[src/rtl/player_health_ctrl.sv]
// Player blood, hit flash, score aggregation and play/game-over/restart FSM.
// Consumes cumulative per-enemy damage counters and kill counts.
module player_health_ctrl #(
  parameter int ENEMY_NUM         = 4,
  parameter int PLAYER_FULL_BLOOD = 100,
  parameter int FLASH_FRAMES      = 8,
  parameter int OVER_HOLD_FRAMES  = 120
) (
  input  logic                    Clk,
  input  logic                    Reset,
  input  logic                    game_frame_clk_rising_edge,
  input  logic [10*ENEMY_NUM-1:0] Enemy_Total_Damage_All,
  input  logic [10*ENEMY_NUM-1:0] Enemy_Score_All,
  input  logic                    Godmode_On,
  input  logic                    Restart,
  output logic [6:0]              Player_Blood,
  output logic                    Player_Hit_Flash,
  output logic [11:0]             Total_Score,
  output logic                    Game_Over,
  output logic [1:0]              Game_State,
  output logic                    Game_Reset_Req
);

  localparam int FW = $clog2(FLASH_FRAMES + 1);
  localparam int HW = $clog2(OVER_HOLD_FRAMES + 1);

  typedef enum logic [1:0] {
    PLAY      = 2'd0,
    GAME_OVER = 2'd1,
    RESTART   = 2'd2
  } state_t;

  state_t         state_q, state_d;
  logic [6:0]     blood_q, blood_d;
  logic [FW-1:0]  flash_q, flash_d;
  logic [11:0]    score_q, score_d;
  logic [HW-1:0]  hold_q, hold_d;
  logic           req_q, req_d;
  logic [9:0]     prev_q [ENEMY_NUM];
  logic [9:0]     prev_d [ENEMY_NUM];
  logic [9:0]     delta  [ENEMY_NUM];
  logic [12:0]    d_sum;
  logic [11:0]    s_sum;
  logic           hit;

  // 10-bit subtraction makes a counter wrap look like a small positive step
  always_comb begin
    d_sum = '0;
    s_sum = '0;
    for (int i = 0; i < ENEMY_NUM; i++) begin
      delta[i]  = Enemy_Total_Damage_All[10*i +: 10] - prev_q[i];
      prev_d[i] = Enemy_Total_Damage_All[10*i +: 10];
      d_sum     = d_sum + 13'(delta[i]);
      s_sum     = s_sum + 12'(Enemy_Score_All[10*i +: 10]);
    end
    hit = (d_sum != '0) && !Godmode_On;
  end

  always_comb begin
    state_d = state_q;
    blood_d = blood_q;
    flash_d = flash_q;
    score_d = score_q;
    hold_d  = hold_q;
    if (game_frame_clk_rising_edge && flash_q != '0)
      flash_d = flash_q - FW'(1);
    unique case (state_q)
      PLAY: begin
        score_d = s_sum;
        hold_d  = '0;
        if (hit) begin
          if (d_sum >= {6'b0, blood_q})
            blood_d = '0;
          else
            blood_d = blood_q - d_sum[6:0];
          flash_d = FW'(FLASH_FRAMES);
        end
        if (blood_q == '0) begin
          state_d = GAME_OVER;
          flash_d = '0;
        end
      end
      GAME_OVER: begin
        flash_d = '0;
        if (game_frame_clk_rising_edge &&
            hold_q < HW'(OVER_HOLD_FRAMES))
          hold_d = hold_q + HW'(1);
        if (hold_q == HW'(OVER_HOLD_FRAMES) && Restart)
          state_d = RESTART;
      end
      RESTART: begin
        blood_d = 7'(PLAYER_FULL_BLOOD);
        score_d = '0;
        hold_d  = '0;
        flash_d = '0;
        state_d = PLAY;
      end
      default: state_d = PLAY;
    endcase
    req_d = (state_d == RESTART);
  end

  // enemy counters clear on the same edge that leaves RESTART
  always_ff @(posedge Clk) begin
    if (Reset) begin
      state_q <= PLAY;
      blood_q <= 7'(PLAYER_FULL_BLOOD);
      flash_q <= '0;
      score_q <= '0;
      hold_q  <= '0;
      req_q   <= 1'b0;
      for (int i = 0; i < ENEMY_NUM; i++) prev_q[i] <= '0;
    end else begin
      state_q <= state_d;
      blood_q <= blood_d;
      flash_q <= flash_d;
      score_q <= score_d;
      hold_q  <= hold_d;
      req_q   <= req_d;
      for (int i = 0; i < ENEMY_NUM; i++)
        prev_q[i] <= (state_q == RESTART) ? 10'd0 : prev_d[i];
    end
  end

  assign Player_Blood     = blood_q;
  assign Player_Hit_Flash = (flash_q != '0);
  assign Total_Score      = score_q;
  assign Game_Over        = (state_q == GAME_OVER);
  assign Game_State       = state_q;
  assign Game_Reset_Req   = req_q;

endmodule

[config.mk]
export PLATFORM = sky130hd
export DESIGN_NAME = player_health_ctrl
export DESIGN_NICKNAME = d
export VERILOG_FILES = /design/src/rtl/player_health_ctrl.sv
export SDC_FILE = /design/constraint.sdc
export NUM_CORES = 1
export LEC_CHECK = 0
export CAP_MARGIN = 30
export CORE_MARGIN = 3
export CORE_UTILIZATION = 54
export CTS_CLUSTER_DIAMETER = 30
export CTS_CLUSTER_SIZE = 8
export DETAILED_ROUTE_END_ITERATION = 8
export PLACE_DENSITY = 0.82
export SLEW_MARGIN = 25
export SYNTH_ARGS = -nofsm -noshare
export SYNTH_HDL_FRONTEND = slang
export SYNTH_SLANG_ARGS = --single-unit
[constraint.sdc]
create_clock -name Clk -period 8.2 [get_ports Clk]
set_input_delay 2.46 -clock Clk [delete_from_list [all_inputs] [get_ports Clk]]
set_output_delay 2.46 -clock Clk [all_outputs]
set_load 0.02 [all_outputs]
==> flow_summary.toml, run 1 <==
[status]
run_status = "finished clean"

[sta]
fin_setup_tns_ps = 0
final.setup_skew_ps = 12.68
slew_headroom = 0.6068
hold_viol_final = 0
grt_setup_unrepaired = "no"
period_share = 0.9191
drv_slew = 0
fmax_ghz = 0.1327
worst_pin_slew_ps = 587.6
finalSetupViolCount = 0
fin_ws_ps = 663.3
period_needed_ps = 7537

[die]
row_count = 37
die_h_microns = 111.5
die_w_microns = 111.5
initial_utilization = 0.5695
ios = 109
die-area_sq_mm = 0.01243
coreArea_sq_mm = 0.01056

[clock_network]
clock_latency_ps = 360
cts_setup_buffers = 0
clock_path_buffers = 2
cts_sinks = 73
cts_hold_buf = 0
cts_resized = 0
path_clk_slew_ps = 90
cts-buffers-inserted = 9
cts_root_buf = "clkbuf_8"
htreeDepth = 3
cts_tree = "yes"

[critical_path]
r2r_start = "prev_q[3][1]$_SDFF_PP0_"
crit_type = "in -> reg"
worstPathCellList = "clkdlybuf4s50_1 > inv_1 > ha_1 > fa_1 > nor2b_1 > o21ai_0 > a21boi_0 > o21ai_0 > nand2b_1 > a21o_1 > a21oi_1 > xor2_1 > fa_1 > fa_1 > inv_1 > ha_1 > a21o_1 > a2111oi_0 > mux2i_1 > inv_1 > a41oi_1 > o31ai_2 > o2bb2ai_1"
worstPathRequired_ps = 8490
crit_buf_inv = 4
r2r_setup_slack_ps = 2830
crit_path_start = "Enemy_Total_Damage_All[20]"
worstPathArrival_ps = 7820
end_kind = "flop"
max_stage_delay_ps = 550
cp_top_family = "compound AO/OA/AOI/OAI gates"
cpMaxStageDelayCell = "fa_1"
critical_path.max_fanout = 6
cp-start-kind = "input port"

[route]
wl_per_cell_microns = 14.61
first_pass_iters = 4
dr_total_vias = 4877
drtIter0Drc = 224
wirelength_microns = 13240
antenna_left = 0
avgViaCountPerCell = 5.383
post-route-drc-count = 0

[layout]
drive_above_1_share = 0.03117
nNetsFinal = 969
area_growth_pct = 24.27
fill_cells = 824
diodes = 0

[placed_design]
preCtsSetupSlack_ps = 356.0
gp_congestion = 0.8742
io_buffers = 108
hpwl_microns = 10690

[synth]
synth_top_cell_by_area = "dfxtp_1"
syn_area_sq_mm = 0.006011
syn-num-nets = 856
ys_seq_elements = 73
synth_top_area_share = 0.2431
avgSynthCellArea_sq_um = 9.219
synthTopCellsByArea = "dfxtp_1 24%, ha_1 15%, fa_1 15%, inv_1 6.0%, xnor2_1 4.2%"
ys_seq_area_frac = 0.2431
synth_cells = 652
synth_ff_type = "dfxtp_1"
ys_async_sr_fraction = 0
ys_warn_count = 0
synth_edf_count = 0
synth_cell_type_count = 59

[global_route]
overflow = 0
grt_pass1_wl_microns = 22870
grt_util_all_layers = 0.2178
antenna_found_initial = 0
grt_pass1_vias = 5079
grt_max_degree = 33

[power_and_ir_drop]
vdd_drop_max_uv = 265.9
powerDensity_mw_per_mm2 = 335.1
finalPower_mw = 2.503
leakage_nw = 3.356

[flow_run]
maxCapViolCount = 0

[worst_hold_path]
min-delay-start = "Total_Score[5]$_SDFFE_PP0N_"
hold_class = "reg -> reg"
[cell usage in the layout, fill, tap and decap left out, drive strengths merged, types with 12 or more instances in the layout]
cell | Yosys | layout
clkdlybuf4s50 | 0 | 108
inv | 96 | 96
ha | 74 | 74
dfxtp | 73 | 73
fa | 45 | 45
nor2 | 37 | 37
and2 | 33 | 33
xnor2 | 29 | 29
o21ai | 26 | 26
a21oi | 25 | 25
a21o | 24 | 24
xor2 | 23 | 23
nand2 | 22 | 22
nand2b | 13 | 13
nor2b | 12 | 12
[Yosys cell counts (11+ instances only)]
cell and n:
o21ai_0 25, and2_1 33, nand2b_1 13, a21o_1 24, nor2_1 37, fa_1 45, ha_1 74, nor2b_1 12
a22o_1 11, xnor2_1 29, xor2_1 23, inv_1 96, nor3_1 11, dfxtp_1 73, nand2_1 22, a21oi_1 25
[metrics by stage]
| step | util | hold WS (ps) | area, sq um | cells |
|---|---|---|---|---|
| after floorplan | - | 441.0 | 6011 | 652 |
| after global placement | 0.6868 | 456.5 | 7249 | 890 |
| after detailed placement | 0.6868 | 465.1 | 7249 | 890 |
| after CTS | 0.7077 | 486.1 | 7470 | 906 |
| after global routing | 0.7077 | 489.1 | 7470 | 906 |
| final | 0.7077 | 481.8 | 7470 | 906 |
[kinds of logic after synthesis]
family                   synth area share
adder cells (fa/ha/maj)            0.3039
buffers and inverters             0.06578
multiplexers                     0.003539
AND/OR/NAND/NOR                    0.1474
AO/OA/AOI/OAI                      0.1605
XOR/XNOR                          0.07577
flip-flops                         0.2431
[final cells by class]
cell class,count,area (sq um),share of cell area
clock buffer,11,141.4,0.01893
multi-input combinational,474,4154,0.5561
sequential,73,1461,0.1956
tap,136,170.2,0.02278
timing repair buffer,111,1104,0.1477
inverter,96,360.3,0.04824
clock inverter,5,78.83,0.01055
[registers in the layout, summed over array words and instances, names as in the netlist]
name and count:
Game_State 2, Player_Blood 7, flash_q 4, Total_Score 12
Game_Reset_Req 1, hold_q 7, prev_q 40
[metal layers]
layer,share of wire,up-vias,track usage
li1,-,2441,-
met1,0.44,2299,0.2734
met2,0.50,110,0.3776
met3,0.037,27,0.04239
met4,0.023,0,0.07056
met5,0,-,0
[power by group]
part	internal [mW]	leakage [nW]	total, mW	switching [mW]
registers	0.394	0.604	0.418	0.0243
logic	0.786	2.64	1.76	0.972
clock network	0.180	0.113	0.326	0.146
[final timing paths]
path / to / cells after the start
min reg2reg: Total_Score[5]$_SDFFE_PP0N_ / 1
max: Player_Blood[4]$_SDFFE_PP0P_ / 23
max reg2reg: Player_Blood[6]$_SDFFE_PP1P_ / 22
min: Total_Score[5]$_SDFFE_PP0N_ / 1
Power figures use the tool's default switching activity.
==> run 2, diff against run 1 <==
Settings changed: CORE_ASPECT_RATIO set to 1.75, CTS_CLUSTER_SIZE 8 to unset.
==> run 2 against run 1 <==
Compared with the run above: wire length is 0.32% higher; final cell count is 0.66% lower; global-route usage is 0.27 points higher; via count is 1.9% higher; non-clock buffer count stayed put; fmax is 0.43% lower; clock skew is 5.3 ps lower; design area is 1.0% higher; worst hold slack worse by 11 ps; largest cell class unchanged.
==> flow_summary.toml, run 2 (synthesis gave the netlist of run 1 again) <==
[global_route]
overflow = 0
grt_max_degree = 33
grt_pass1_vias = 5198
grt_pass1_wl_microns = 22560
grt_util_all_layers = 0.2206
antenna_found_initial = 0

[layout]
area_growth_pct = 25.56
layout_common_cells = "108 x clkdlybuf4s50_1, 96 x inv_1, 74 x ha_1, 73 x dfxtp_1, 45 x fa_1"
layout_commonest_cell = "clkdlybuf4s50_1"
fin_cells = 900
largest-register = "prev_q"
seq_area_sq_mm = 0.001461
multiInputGateArea_sq_mm = 0.004154
fill_cells = 853
largest_reg_flops = 40
drive_above_1_share = 0.03247
diodes = 0
nNetsFinal = 969

[clock_network]
cts_sinks = 73
cts_root_buf = "clkbuf_16"
cts_resized = 0
htreeDepth = 3
cts-buffers-inserted = 9
clock_path_buffers = 2
path_clk_slew_ps = 60
cts_tree = "yes"
cts_setup_buffers = 0
clock_latency_ps = 340
cts_hold_buf = 0

[die]
initial_utilization = 0.5586
die-area_sq_mm = 0.01248
ios = 109
row_count = 50
die_h_microns = 145.6
coreArea_sq_mm = 0.01076
die_w_microns = 85.76

[critical_path]
crit_type = "in -> reg"
cp-start-kind = "input port"
worstPathArrival_ps = 7790
critical_path.max_fanout = 6
r2r_setup_slack_ps = 2840
end_kind = "flop"
r2r_cells = 21
worstPathRequired_ps = 8420
r2r_start = "prev_q[2][1]$_SDFF_PP0_"
r2r-end = "Player_Blood[5]$_SDFFE_PP1P_"

[power_and_ir_drop]
p_switching_mw = 1.168
leakage_nw = 3.384
powerDensity_mw_per_mm2 = 343.6
combinationalPowerShare = 0.684
swShare = 0.4505
vdd_drop_max_uv = 356.4
p_seq_frac = 0.162
p_int_mw = 1.425
clkPwrFrac = 0.154

[placed_design]
gp_congestion = 0.9424
hpwl_microns = 10850
preCtsSetupSlack_ps = 356.1
io_buffers = 108
dp.cells = 884

[sta]
finalSetupViolCount = 0
fin_setup_tns_ps = 0
fin_ws_ps = 630.6
slew_headroom = 0.6372
grt_setup_unrepaired = "no"
final.setup_skew_ps = 7.399
fmax_ghz = 0.1321
period_share = 0.9231
drv_slew = 0
hold_viol_final = 0
period_needed_ps = 7569
worst_pin_slew_ps = 530.4

[flow_run]
maxCapViolCount = 0

[route]
post-route-drc-count = 0
drtIter0Drc = 224
dr_total_vias = 4969
wl_per_cell_microns = 14.76
wirelength_microns = 13280
antenna_left = 0
avgViaCountPerCell = 5.521
first_pass_iters = 4

[worst_hold_path]
min_path_cells = 1
holdPathEnd = "hold_q[6]$_SDFFE_PP0P_"
hold_class = "reg -> reg"
min-delay-start = "hold_q[6]$_SDFFE_PP0P_"

[status]
run_status = "finished clean"
run 2: changes by cell type in the layout (fill, tap and decap cells not counted):
cell        before  now
bufinv_16        2    1
clkbuf_1         1    0
clkinvlp_4       0    3
clkbuf_16        0    9
clkbuf_8        10    1
clkinv_2         2    1
inv_6            0    1
clkinv_4         1    0
run 2: per-stage QoR:
stage / power (mW) / hold WS [ps] / util / instance area, sq um
2_1_floorplan: 1.743 / 441.0 / - / 6011
3_3_place_gp: 2.071 / 453.8 / 0.6730 / 7242
3_5_place_dp: 2.157 / 458.4 / 0.6730 / 7242
4_1_cts: 2.586 / 471.2 / 0.7014 / 7547
5_1_grt: 2.809 / 474.1 / 0.7014 / 7547
6_report: 2.593 / 471.3 / 0.7014 / 7547
run 2: area by class of cell:
cell class | instances | area share
Clock buffer | 10 | 0.03166
Clock inverter | 6 | 0.008786
Inverter | 96 | 0.04775
Multi-Input combinational cell | 474 | 0.5504
Sequential cell | 73 | 0.1936
Tap cell | 130 | 0.02155
Timing Repair Buffer | 111 | 0.1462
run 2: critical path, cell delays in order:
cell and delay [ps]:
clkdlybuf4s50_1 450, inv_1 50, ha_1 230, fa_1 420, nor2b_1 160, o21ai_0 120, a21boi_0 190, o21ai_0 100
nand2b_1 120, a21o_1 120, a21oi_1 70, xor2_1 270, fa_1 480, fa_1 550, inv_1 40, ha_1 360
nand2_1 110, o21ai_0 110, a31oi_1 220, mux2i_1 210, inv_1 70, and4_1 170, or3_4 340, a221o_1 360
run 2: power groups by stage:
stage / combinational [mW] / clock, mW / sequential [mW]
after floorplan: 1.29 / 0 / 0.456
after global placement: 1.65 / 0 / 0.425
after detailed placement: 1.73 / 0 / 0.426
after CTS: 1.76 / 0.406 / 0.420
after global routing: 1.96 / 0.422 / 0.424
final: 1.77 / 0.400 / 0.420
run 2: how the worst max path moves through the flow:
stage | slack, ps | start | end | depth (start not counted)
6_report | 630 | Enemy_Total_Damage_All[30] | Player_Blood[5]$_SDFFE_PP1P_ | 24
2_1_floorplan | 1270 | Enemy_Total_Damage_All[30] | Player_Blood[2]$_SDFFE_PP1P_ | 22
3_5_place_dp | 360 | Enemy_Total_Damage_All[20] | Player_Blood[5]$_SDFFE_PP1P_ | 23
4_1_cts | 680 | Enemy_Total_Damage_All[20] | Player_Blood[5]$_SDFFE_PP1P_ | 23
3_3_place_gp | 530 | Enemy_Total_Damage_All[20] | Player_Blood[2]$_SDFFE_PP1P_ | 23
5_1_grt | 300 | Enemy_Total_Damage_All[30] | Player_Blood[0]$_SDFFE_PP0P_ | 23
run 2: per-layer routing:
metal / part of all wire / GRT usage / vias to the layer above / routed length, microns
met3: 0.031 / 0.03229 / 30 / 417
li1: - / - / 2438 / -
met1: 0.36 / 0.2239 / 2390 / 4787
met4: 0.028 / 0.08875 / 0 / 368
met2: 0.58 / 0.4319 / 111 / 7708
met5: 0 / 0 / - / 0
==> run 3, diff against run 2 <==
Settings changed: CORE_ASPECT_RATIO 1.75 to 0.75.
==> run 3 against run 2 <==
Compared with the run above: worst hold slack improved by 6.3 ps; final cell count up 0.67%; critical path type unchanged; global-route usage increased by 0.64 points; via count fell by 2.1%.
==> flow_summary.toml, run 3 (synthesis gave the netlist of run 1 again) <==
[global_route]
overflow = 0
grt_pass1_wl_microns = 23190
grt_pass1_vias = 5011
antenna_found_initial = 0
grt_util_all_layers = 0.2270
grt_max_degree = 33

[critical_path]
r2r_cells = 21
crit_buf_inv = 3
worstPathArrival_ps = 7970
crit_type = "in -> reg"
cpMaxStageDelayCell = "fa_1"
critical_path_cell_count = 23
critical_path.max_fanout = 5
cp-start-kind = "input port"
r2r_start = "prev_q[2][1]$_SDFF_PP0_"
crit_path_start = "Enemy_Total_Damage_All[20]"
worstPathCellList = "clkdlybuf4s50_1 > inv_1 > ha_1 > fa_1 > nor2b_1 > o21ai_0 > a21boi_0 > o21ai_0 > nand2b_1 > xnor2_1 > fa_1 > fa_1 > inv_1 > ha_1 > nor3b_1 > a221oi_1 > nand3_2 > ha_1 > or3_1 > a211oi_1 > and4_1 > nand2_1 > o2bb2ai_1"
r2r_setup_slack_ps = 2750
max_stage_delay_ps = 560
r2r-end = "Player_Blood[4]$_SDFFE_PP0P_"
end_kind = "flop"
worstPathRequired_ps = 8460
cp_top_family = "adder cells"

[clock_network]
cts_setup_buffers = 0
cts-buffers-inserted = 9
cts_tree = "yes"
cts_sinks = 73
cts_resized = 0
cts_root_buf = "clkbuf_16"
cts_hold_buf = 0
path_clk_slew_ps = 60
clock_latency_ps = 340
htreeDepth = 3
clock_path_buffers = 2

[die]
die_w_microns = 127.8
coreArea_sq_mm = 0.01057
die-area_sq_mm = 0.01245
initial_utilization = 0.5687
row_count = 32
ios = 109
die_h_microns = 97.37

[power_and_ir_drop]
p_int_mw = 1.447
leakage_nw = 3.394
powerDensity_mw_per_mm2 = 346.3
swShare = 0.4478
p_switching_mw = 1.174
combinationalPowerShare = 0.678
clkPwrFrac = 0.161
p_seq_frac = 0.161
vdd_drop_max_uv = 227.8

[sta]
whs_ps = 477.6
period_needed_ps = 7705
final.setup_skew_ps = 6.249
period_share = 0.9397
fmax_ghz = 0.1298
slew_headroom = 0.6095
grt_setup_unrepaired = "no"
finalSetupViolCount = 0
fin_setup_tns_ps = 0
hold_viol_final = 0
drv_slew = 0
worst_pin_slew_ps = 571.0

[route]
dr_total_vias = 4866
post-route-drc-count = 0
antenna_left = 0
avgViaCountPerCell = 5.371
drt-met1-wl_microns = 6345
first_pass_iters = 5
wirelength_microns = 13710
met3_length_microns = 546
drtIter0Drc = 240
wl_met2_microns = 6688
wl_per_cell_microns = 15.13
maxUsedRoutingLayer = "met4"

[layout]
largest_reg_flops = 40
layout_common_cells = "108 x clkdlybuf4s50_1, 96 x inv_1, 74 x ha_1, 73 x dfxtp_1, 45 x fa_1"
layout_commonest_cell = "clkdlybuf4s50_1"
nNetsFinal = 969
largest-register = "prev_q"
drive_above_1_share = 0.03247
area_growth_pct = 25.92
diodes = 0
fill_cells = 828

[worst_hold_path]
min-delay-start = "hold_q[6]$_SDFFE_PP0P_"
min_path_cells = 1
holdPathEnd = "hold_q[6]$_SDFFE_PP0P_"
hold_class = "reg -> reg"

[status]
run_status = "finished clean"

[placed_design]
io_buffers = 108
hpwl_microns = 11120
gp_congestion = 0.8143

[flow_run]
maxCapViolCount = 0
## run 3: power by group through the flow
stage                     Sequential, mW  Combinational, mW  Clock [mW]
final                              0.422               1.78       0.423
after floorplan                    0.456               1.29           0
after detailed placement           0.429               1.73           0
after global placement             0.427               1.65           0
after global routing               0.426               1.99       0.446
after CTS                          0.422               1.77       0.430
## run 3: how the worst max path moves through the flow
stage / endpoint / slack (ps)
after CTS: Player_Blood[3]$_SDFFE_PP0P_ / 510
after global placement: Player_Blood[1]$_SDFFE_PP0P_ / 420
after detailed placement: Player_Blood[4]$_SDFFE_PP0P_ / 290
after global routing: Player_Blood[4]$_SDFFE_PP0P_ / 8
final: Player_Blood[4]$_SDFFE_PP0P_ / 490
after floorplan: Player_Blood[2]$_SDFFE_PP1P_ / 1270
## run 3: layout make-up
type                    count  area (sq um)  area share
clock inverters             7         93.84     0.01240
repair buffers            111          1104      0.1458
inverters                  96         360.3     0.04761
multi-input cells         474          4154      0.5489
clock buffers               9         225.2     0.02976
well taps                 136         170.2     0.02248
flip-flops and latches     73          1461      0.1931
## run 3: metal layers
layer / up-vias / track usage
met2: 103 / 0.3842
met3: 15 / 0.04231
met5: - / 0
li1: 2441 / -
met1: 2307 / 0.3035
met4: 0 / 0.04568
## run 3: worst reg2reg max path: stages, from the launching register on
cell and delay [ps]:
dfxtp_1 360, inv_1 50, ha_1 260, nor2b_1 120, o21ai_0 220, nand2b_1 140, a21o_1 210, a21o_1 200
xnor2_1 210, fa_1 480, fa_1 540, inv_1 40, ha_1 370, nor2b_1 180, a221oi_1 340, nand3_2 160
ha_1 200, or3_1 350, a211oi_1 250, and4_1 320, nand2_1 160, o2bb2ai_1 190
## run 3: per-stage QoR
stage	cells	area, sq um	worst slack, ps	utilization	total power, mW
after global placement	890	7249	424.1	0.6858	2.080
after detailed placement	890	7249	291.4	0.6858	2.156
after floorplan	652	6011	1273	-	1.743
after global routing	906	7569	7.900	0.7160	2.864
final	906	7569	494.6	0.7160	2.621
after CTS	906	7569	513.2	0.7160	2.622
